--- src/rtl/parity_rx_pkg.sv ---
`default_nettype none
// +------------------------------------------------------------------+
// | Module   : parity_rx_pkg                                         |
// | Brief    : Shared types and constants for the parity frame       |
// |            receive path (FSM encoding, counter width, modes).    |
// | Revision : 1.0 - initial release                                 |
// +------------------------------------------------------------------+
package parity_rx_pkg;

  // Frame receiver states, explicit 2-bit encoding
  typedef enum logic [1:0] {
    IDLE = 2'd0,
    DATA = 2'd1,
    PAR  = 2'd2,
    STOP = 2'd3
  } state_t;

  // Default word width and the matching bit-counter width
  localparam int DATA_W_DEFAULT = 8;
  localparam int CNT_W          = $clog2(DATA_W_DEFAULT);

  // Required XOR of {data, parity bit} for each parity mode
  localparam logic PARITY_EVEN = 1'b0;
  localparam logic PARITY_ODD  = 1'b1;

  // Counter width for an arbitrary word width (at least one bit)
  function automatic int cnt_width(input int data_w);
    return (data_w < 2) ? 1 : $clog2(data_w);
  endfunction

endpackage
`default_nettype wire

--- src/rtl/parity_reducer.sv ---
`default_nettype none
// +------------------------------------------------------------------+
// | Module   : parity_reducer                                        |
// | Brief    : Pure XOR reduction of a W-bit vector. Shared with the |
// |            existing parity-check path.                           |
// | Revision : 1.0 - initial release                                 |
// +------------------------------------------------------------------+
module parity_reducer #(
  parameter int W = 9
) (
  input  logic [W-1:0] i_vec,
  output logic         o_parity
);

  // Odd number of ones yields 1
  assign o_parity = ^i_vec;

endmodule
`default_nettype wire

--- src/rtl/parity_frame_rx.sv ---
`default_nettype none
// +------------------------------------------------------------------+
// | Module   : parity_frame_rx                                       |
// | Brief    : Bit-strobed serial receiver: start, DATA_W data bits  |
// |            (LSB first), parity and optional stop bit. Parity is  |
// |            checked by XOR reduction and the frame is held in a   |
// |            one-entry valid/ready output buffer.                  |
// | Config   : define STOP_BIT_CHECK_EN to receive and check a stop  |
// |            bit; otherwise frames end on the parity bit and       |
// |            FrameErr is tied low.                                 |
// | Revision : 1.0 - initial release                                 |
// +------------------------------------------------------------------+
module parity_frame_rx #(
  parameter int DATA_W     = 8,
  parameter int PARITY_ODD = 0
) (
  input  logic              Clk,
  input  logic              Rst_n,
  input  logic              BitIn,
  input  logic              BitValid,
  output logic [DATA_W-1:0] DataOut,
  output logic              ParityErr,
  output logic              FrameErr,
  output logic              OutValid,
  input  logic              OutReady,
  output logic              Overrun,
  output logic              Busy
);
  import parity_rx_pkg::*;

  localparam int                  CNT_BITS = cnt_width(DATA_W);
  localparam logic [CNT_BITS-1:0] LAST_CNT = CNT_BITS'(DATA_W - 1);
  localparam logic                EXP_XOR  = (PARITY_ODD != 0) ? parity_rx_pkg::PARITY_ODD
                                                               : PARITY_EVEN;

  state_t              state_q, state_d;
  logic [CNT_BITS-1:0] cnt_q, cnt_d;
  logic [DATA_W-1:0]   shift_q, shift_d;
  logic [DATA_W-1:0]   data_q, data_d;
  logic                perr_q, perr_d;
  logic                valid_q, valid_d;
  logic                overrun_q, overrun_d;
  logic                busy_w;
  logic                done_w;
  logic                par_bit_w;
  logic                xor_w;
  logic                perr_w;
`ifdef STOP_BIT_CHECK_EN
  logic                par_q, par_d;
  logic                ferr_q, ferr_d;
`endif

  // FSM state register
  always_ff @(posedge Clk or negedge Rst_n) begin
    if (!Rst_n) begin
      state_q <= IDLE;
    end else begin
      state_q <= state_d;
    end
  end

  // FSM next state: only strobed cycles advance the frame
  always_comb begin
    state_d = state_q;
    if (BitValid) begin
      case (state_q)
        IDLE:    if (!BitIn) state_d = DATA;
        DATA:    if (cnt_q == LAST_CNT) state_d = PAR;
`ifdef STOP_BIT_CHECK_EN
        PAR:     state_d = STOP;
`else
        PAR:     state_d = IDLE;
`endif
        STOP:    state_d = IDLE;
        default: state_d = IDLE;
      endcase
    end
  end

  // FSM outputs: busy flag and frame-complete strobe
  always_comb begin
    busy_w = (state_q != IDLE);
`ifdef STOP_BIT_CHECK_EN
    done_w = BitValid && (state_q == STOP);
`else
    done_w = BitValid && (state_q == PAR);
`endif
  end

  // Bit counter and shift register next values; new bits enter at the MSB
  always_comb begin
    cnt_d   = cnt_q;
    shift_d = shift_q;
    if (BitValid) begin
      case (state_q)
        IDLE: if (!BitIn) cnt_d = '0;
        DATA: begin
          shift_d = {BitIn, shift_q[DATA_W-1:1]};
          cnt_d   = cnt_q + CNT_BITS'(1);
        end
        default: ;
      endcase
    end
  end

  // Bit counter and shift register
  always_ff @(posedge Clk or negedge Rst_n) begin
    if (!Rst_n) begin
      cnt_q   <= '0;
      shift_q <= '0;
    end else begin
      cnt_q   <= cnt_d;
      shift_q <= shift_d;
    end
  end

`ifdef STOP_BIT_CHECK_EN
  // Parity bit is held until the stop bit completes the frame
  always_comb begin
    par_d = par_q;
    if (BitValid && (state_q == PAR)) par_d = BitIn;
  end

  // Captured parity bit
  always_ff @(posedge Clk or negedge Rst_n) begin
    if (!Rst_n) begin
      par_q <= 1'b0;
    end else begin
      par_q <= par_d;
    end
  end

  assign par_bit_w = par_q;
`else
  // Without a stop bit the parity strobe itself completes the frame
  assign par_bit_w = BitIn;
`endif

  parity_reducer #(
    .W (DATA_W + 1)
  ) u_parity_reducer (
    .i_vec    ({shift_q, par_bit_w}),
    .o_parity (xor_w)
  );

  assign perr_w = (xor_w != EXP_XOR);

  // Output buffer: load when empty or being drained, else drop and flag overrun
  always_comb begin
    data_d    = data_q;
    perr_d    = perr_q;
    valid_d   = valid_q;
    overrun_d = 1'b0;
`ifdef STOP_BIT_CHECK_EN
    ferr_d    = ferr_q;
`endif
    if (done_w) begin
      if (!valid_q || OutReady) begin
        data_d  = shift_q;
        perr_d  = perr_w;
        valid_d = 1'b1;
`ifdef STOP_BIT_CHECK_EN
        ferr_d  = ~BitIn;
`endif
      end else begin
        overrun_d = 1'b1;
      end
    end else if (valid_q && OutReady) begin
      valid_d = 1'b0;
    end
  end

  // Output buffer registers
  always_ff @(posedge Clk or negedge Rst_n) begin
    if (!Rst_n) begin
      data_q    <= '0;
      perr_q    <= 1'b0;
      valid_q   <= 1'b0;
      overrun_q <= 1'b0;
    end else begin
      data_q    <= data_d;
      perr_q    <= perr_d;
      valid_q   <= valid_d;
      overrun_q <= overrun_d;
    end
  end

`ifdef STOP_BIT_CHECK_EN
  // Stop-bit error flag for the buffered frame
  always_ff @(posedge Clk or negedge Rst_n) begin
    if (!Rst_n) begin
      ferr_q <= 1'b0;
    end else begin
      ferr_q <= ferr_d;
    end
  end

  assign FrameErr = ferr_q;
`else
  assign FrameErr = 1'b0;
`endif

  assign DataOut   = data_q;
  assign ParityErr = perr_q;
  assign OutValid  = valid_q;
  assign Overrun   = overrun_q;
  assign Busy      = busy_w;

endmodule
`default_nettype wire

--- config.mk ---
export PLATFORM = sky130hd
export DESIGN_NAME = parity_frame_rx
export DESIGN_NICKNAME = d
export VERILOG_FILES = /design/src/rtl/parity_rx_pkg.sv /design/src/rtl/parity_reducer.sv /design/src/rtl/parity_frame_rx.sv
export SDC_FILE = /design/constraint.sdc
export NUM_CORES = 1
export LEC_CHECK = 0
export ABC_AREA = 0
export BUFFER_PORTS_ARGS = -buffer_cell sky130_fd_sc_hd__clkbuf_2
export CELL_PAD_IN_SITES_DETAIL_PLACEMENT = 0
export CELL_PAD_IN_SITES_GLOBAL_PLACEMENT = 1
export CORE_UTILIZATION = 30
export DETAILED_ROUTE_END_ITERATION = 12
export HOLD_SLACK_MARGIN = 0.08
export PLACE_DENSITY = 0.66
export SLEW_MARGIN = 20
export SYNTH_ARGS = -nofsm -noshare
export SYNTH_HDL_FRONTEND = slang
export SYNTH_SLANG_ARGS = --single-unit
--- constraint.sdc ---
create_clock -name Clk -period 4.5 [get_ports Clk]
set_clock_uncertainty 0.2 [all_clocks]
set_input_delay 0.225 -clock Clk [delete_from_list [all_inputs] [get_ports Clk]]
set_output_delay 0.225 -clock Clk [all_outputs]
set_load 0.005 [all_outputs]
# Word-level counts from Yosys, hierarchy flattened
# Index checks and enable logic that the tools add are counted.
[word_totals] reg_bits=24 in_bits=5 elab_cells=40
[classes] n_addsub=1 n_eq_ne=7 mux=10 n_reduce_logical=15
[ops] op="XOR reduction 9 bit" count=1
[ops] op="one-hot mux 2 bit (3 select lines)" count=1
[ops] op="one-hot mux 3 bit (2 select lines)" count=1
[ops] op="AND reduction 2 bit" count=3
[ops] op="AND reduction 3 bit" count=2
[ops] op="nonzero test 2 bit" count=3
[ops] op="two-way mux 1 bit" count=5
[ops] op="equality test 2 bit (second input constant)" count=2
[ops] op="two-way mux 2 bit" count=2
[ops] op="!= test 2 bit (second input constant)" count=2
[ops] op="adder 3 x 1 -> 3 bit (second input constant)" count=1
[ops] op="equality test 3 bit (second input constant)" count=1
[ops] op="two-way mux 3 bit" count=1
[ops] op="equality test 2 x 1 -> 1 bit (second input constant)" count=1
[ops] op="logical AND 1 bit" count=2
[ops] op="zero test 2 bit" count=1
[ops] op="!= test 2 x 1 -> 1 bit (second input constant)" count=1
[ops] op="OR reduction 2 bit" count=1
[ops] op="zero test 1 bit" count=1
[ops] op="logical OR 1 bit" count=1

# Longest topological paths before layout
[depth] ltp_word=4 depth_mapped=5 ltp_nobuf=4

# Hierarchy
# From an unflattened synthesis, not the netlist that was laid out.
[hier_totals] hier_cells=73 area_unflattened_um2=1091.0
[modules_own_cells] module="parity_frame_rx" n_inst=1 cells_each=66 area_each_um2=1008.5 seq_area_each_um2=600.6
[modules_own_cells] module="parity_reducer" n_inst=1 cells_each=7 area_each_um2=82.6 seq_area_each_um2=0.0

# Worst setup path after synthesis
# No wires, ideal clock.
[synth_path] path_type="reg2reg" start="register state_q[0]" end="register data_q[0], in the netlist DataOut[0]" setup_time_ns=0.125 t_arrival_ns=1.314 required_ns=4.175 path_slack_ns=2.862 path_stages_with_launch=6 synth_period_minus_slack_ns=1.638 path_cell_list="dfrtp_1 -> buf_2 -> nand3b_1 -> nor2b_1 -> buf_2 -> mux2_2"
[synth_between] elab_chain_cells=3
[synth_lines] item="from (decl)" line_no="parity_frame_rx.sv:36" text="state_t state_q, state_d;"
[synth_lines] item="from (signal assigned)" line_no="parity_frame_rx.sv:58" text="state_q <= state_d;"
[synth_lines] item="equality test 2 bit" line_no="parity_frame_rx.sv:86" text="done_w = BitValid && (state_q == PAR);"
[synth_lines] item="logical AND 1 bit" line_no="parity_frame_rx.sv:86"
[synth_lines] item="AND reduction 2 bit (no source line)"
[synth_lines] item="to (signal assigned)" line_no="parity_frame_rx.sv:181" text="data_q <= data_d;"
[synth_lines] item="to (decl)" line_no="parity_frame_rx.sv:39" text="logic [DATA_W-1:0] data_q, data_d;"
# No other way between the ends.
# A chain may end at the register's enable or synchronous reset.

# Worst setup path in the final report
[layout_path] start="register state_q[0]" end="register data_q[3], in the netlist DataOut[3]"
# The elaborated chain is that of the path after synthesis.

==> impl_metrics.py <==
metrics = {
    "timing": {
        "fin_crit_sh_pct": 47.6,
        "maxSlewViolCount": 0,
        "hold_viol_final": 0,
        "worstMarginPinSlew_ns": 0.881,
        "setup_tns_ns": 0,
        "max_freq_mhz": 467,
        "finalSetupViolCount": 0,
        "rsz0062_at_grt": "false",
        "fin_ws_ns": 2.36,
        "fin_crit_ns": 2.14,
        "slew_headroom_pct": 41.2,
    },
    "place": {
        "dp.cells": 132,
        "pre_cts_ws_ns": 2.36,
        "hpwlAfterDp_um": 1130,
        "io_buffers": 16,
        "gp_congestion": 0.638,
    },
    "floorplanning": {
        "design.die.area_um2": 3670,
        "dieWidth_um": 60.6,
        "ios": 18,
        "rows": 20,
        "die_h_um": 60.6,
        "coreArea_um2": 3150,
        "start_util_pct": 32.7,
    },
    "cts": {
        "cts_buffers": 3,
        "htreeDepth": 1,
        "root_buffer": "clkbuf_4",
        "post_cts_buffers": 0,
        "insertion_delay_ns": 0.31,
        "cts_buffer_depth": 2,
        "cts_tree": "built",
        "clock_sinks": 24,
        "clk_pin_slew_ns": 0.12,
    },
    "synth": {
        "synthDistinctLibCells": 21,
        "avgSynthCellArea_um2": 13.7,
        "async_flop_share_pct": 100,
        "synth_top_area_share_pct": 58.3,
        "ys_seq_elements": 24,
        "synth_top_family_by_area": "multiplexers",
        "yosysSeqAreaShare_pct": 58.3,
        "yosys.area.top_type": "dfrtp_1",
        "synthTopCellsByArea": "dfrtp_1, mux2_2, xnor2_1",
        "synthMuxAreaShare_pct": 17.9,
        "yosys.area_share.adder_pct": 2.43,
        "synth_edf_count": 0,
        "syn_area_um2": 1030,
        "yosysWarnings": 0,
        "synthSimpleGateAreaFrac_pct": 6.08,
        "synth-compound-area-share_pct": 5.22,
        "synth_nets": 82,
        "syn_inst": 75,
        "ys.flop_type": "dfrtp_1",
        "synth-xor-area-share_pct": 7.29,
    },
    "worst_setup_path": {
        "critPathKind": "flip-flop to flip-flop",
        "worstPathMaxFanout": 9,
        "start_kind": "flip-flop",
        "crit_path_end_kind": "flip-flop",
        "crit_arrival_ns": 2.15,
        "critPathRequiredTime_ns": 4.51,
    },
    "grt": {
        "grt_pass1_wl_um": 2640,
        "overflow": 0,
        "grt_pass1_vias": 610,
        "grt_max_degree": 25,
        "grtUsageTotal_pct": 10.2,
        "grt_antenna_before_repair": 0,
    },
    "routing": {
        "dr.pass1.iters": 2,
        "routed_wl_um": 1570,
        "vias_per_cell": 4.45,
        "drtIter0Drc": 15,
        "ant_nets": 0,
        "vias": 623,
        "route.detailed.drc": 0,
        "wl_per_cell_um": 11.2,
    },
    "status": {
        "status": "finished clean",
    },
    "finish": {
        "syn2layout_area_growth_pct": 18.8,
        "final_util_pct": 38.8,
        "mostFrequentLayoutCells": "dfrtp_1, clkbuf_2, mux2_2, xnor2_1, o21ai_0",
        "mostFrequentLayoutCell": "dfrtp_1",
        "diodes": 0,
        "fin_cells": 140,
        "fin_nets": 104,
        "post_route_cells_drive_above_1_share_pct": 39.6,
    },
    "power_and_ir_drop": {
        "power_density_nw_per_um2": 610,
        "vdd_drop_max_uv": 120,
        "power_leakage_nw": 0.597,
        "total_power_mw": 0.747,
    },
    "run": {
        "maxCapViolations": 0,
    },
    "min_path": {
        "min_path_type": "primary input to async pin",
    },
}
-- path summary, 6_finish.rpt --
kind	startpoint	end	slack (ns)	depth (start not counted)
hold reg to reg	DataOut[1]$_DFFE_PN0P_	DataOut[1]$_DFFE_PN0P_	0.32	1
setup / recovery	state_q[0]$_DFFE_PN0P_	DataOut[3]$_DFFE_PN0P_	2.36	3
max in group asynchronous	Rst_n	shift_q[5]$_DFFE_PN0P_	3.50	2
min in group Clk	DataOut[1]$_DFFE_PN0P_	DataOut[1]$_DFFE_PN0P_	0.32	1
setup reg to reg	state_q[0]$_DFFE_PN0P_	DataOut[3]$_DFFE_PN0P_	2.36	3
hold / removal	Rst_n	state_q[1]$_DFFE_PN0P_	0.22	2
-- cell families (layout without fill, tap and decap cells) --
group / Yosys count / count (layout)
AOI/OAI and AO/OA: 8 / 8
xor gates and xnor gates: 7 / 7
and+or+nand+nor: 12 / 12
other: 1 / 1
muxes: 16 / 16
DFF: 24 / 24
adders and majority gates: 2 / 2
buffers and inverters: 5 / 26
-- cells in the mapped netlist, types with 2 or more instances --
cell / number
buf_2: 2
nor2_1: 2
dfrtp_1: 24
a32o_1: 2
mux2_2: 15
ha_1: 2
nand2_1: 3
inv_1: 2
nor2b_1: 2
o21ai_0: 5
xnor2_1: 6
-- through the flow --
| step | instance area (um^2) | hold WS [ns] |
|---|---|---|
| floorplan | 1030 | -0.271 |
| global placement | 1150 | 0.0501 |
| detailed placement | 1150 | 0.0539 |
| CTS | 1220 | 0.244 |
| global route | 1220 | 0.277 |
| finish | 1220 | 0.224 |
-- metal layers --
layer | vias to the layer above | share of wire, % | global-route usage, %
met5 | - | 0 | 0
met4 | 0 | 2.9 | 7.79
met3 | 4 | 4.0 | 1.92
met2 | 15 | 47 | 16.3
met1 | 302 | 46 | 12.2
li1 | 302 | - | -
-- power breakdown --
group / internal (mW) / switching, mW
Sequential: 0.289 / 0.0667
Clock: 0.0494 / 0.0606
Combinational: 0.184 / 0.0969
-- worst max-delay path, cell delays in order (launching register included) --
cell and delay (ns):
dfrtp_1 0.49, nand3b_1 0.23, nor2b_1 0.71, mux2_2 0.41
-- sequential cells by signal, indices dropped and copies added, names as in the netlist --
name       cells
DataOut        8
OutValid       1
Overrun        1
ParityErr      1
cnt_q          3
shift_q        8
state_q        2
-- cell type report --
type                            instances  area [um^2]
Fill cell                             322         1930
Sequential cell                        24          601
Multi-Input combinational cell         46          404
Timing Repair Buffer                   20          120
Tap cell                               44         55.1
Clock buffer                            4         36.3
Inverter                                2         7.51
-- timing repair --
action / in CTS / in global routing
gates resized for setup: 0 / 0
hold endpoints to repair: 29 / 0
hold buffers: 4 / 0
No activity file was read; power rests on OpenSTA's default activity.
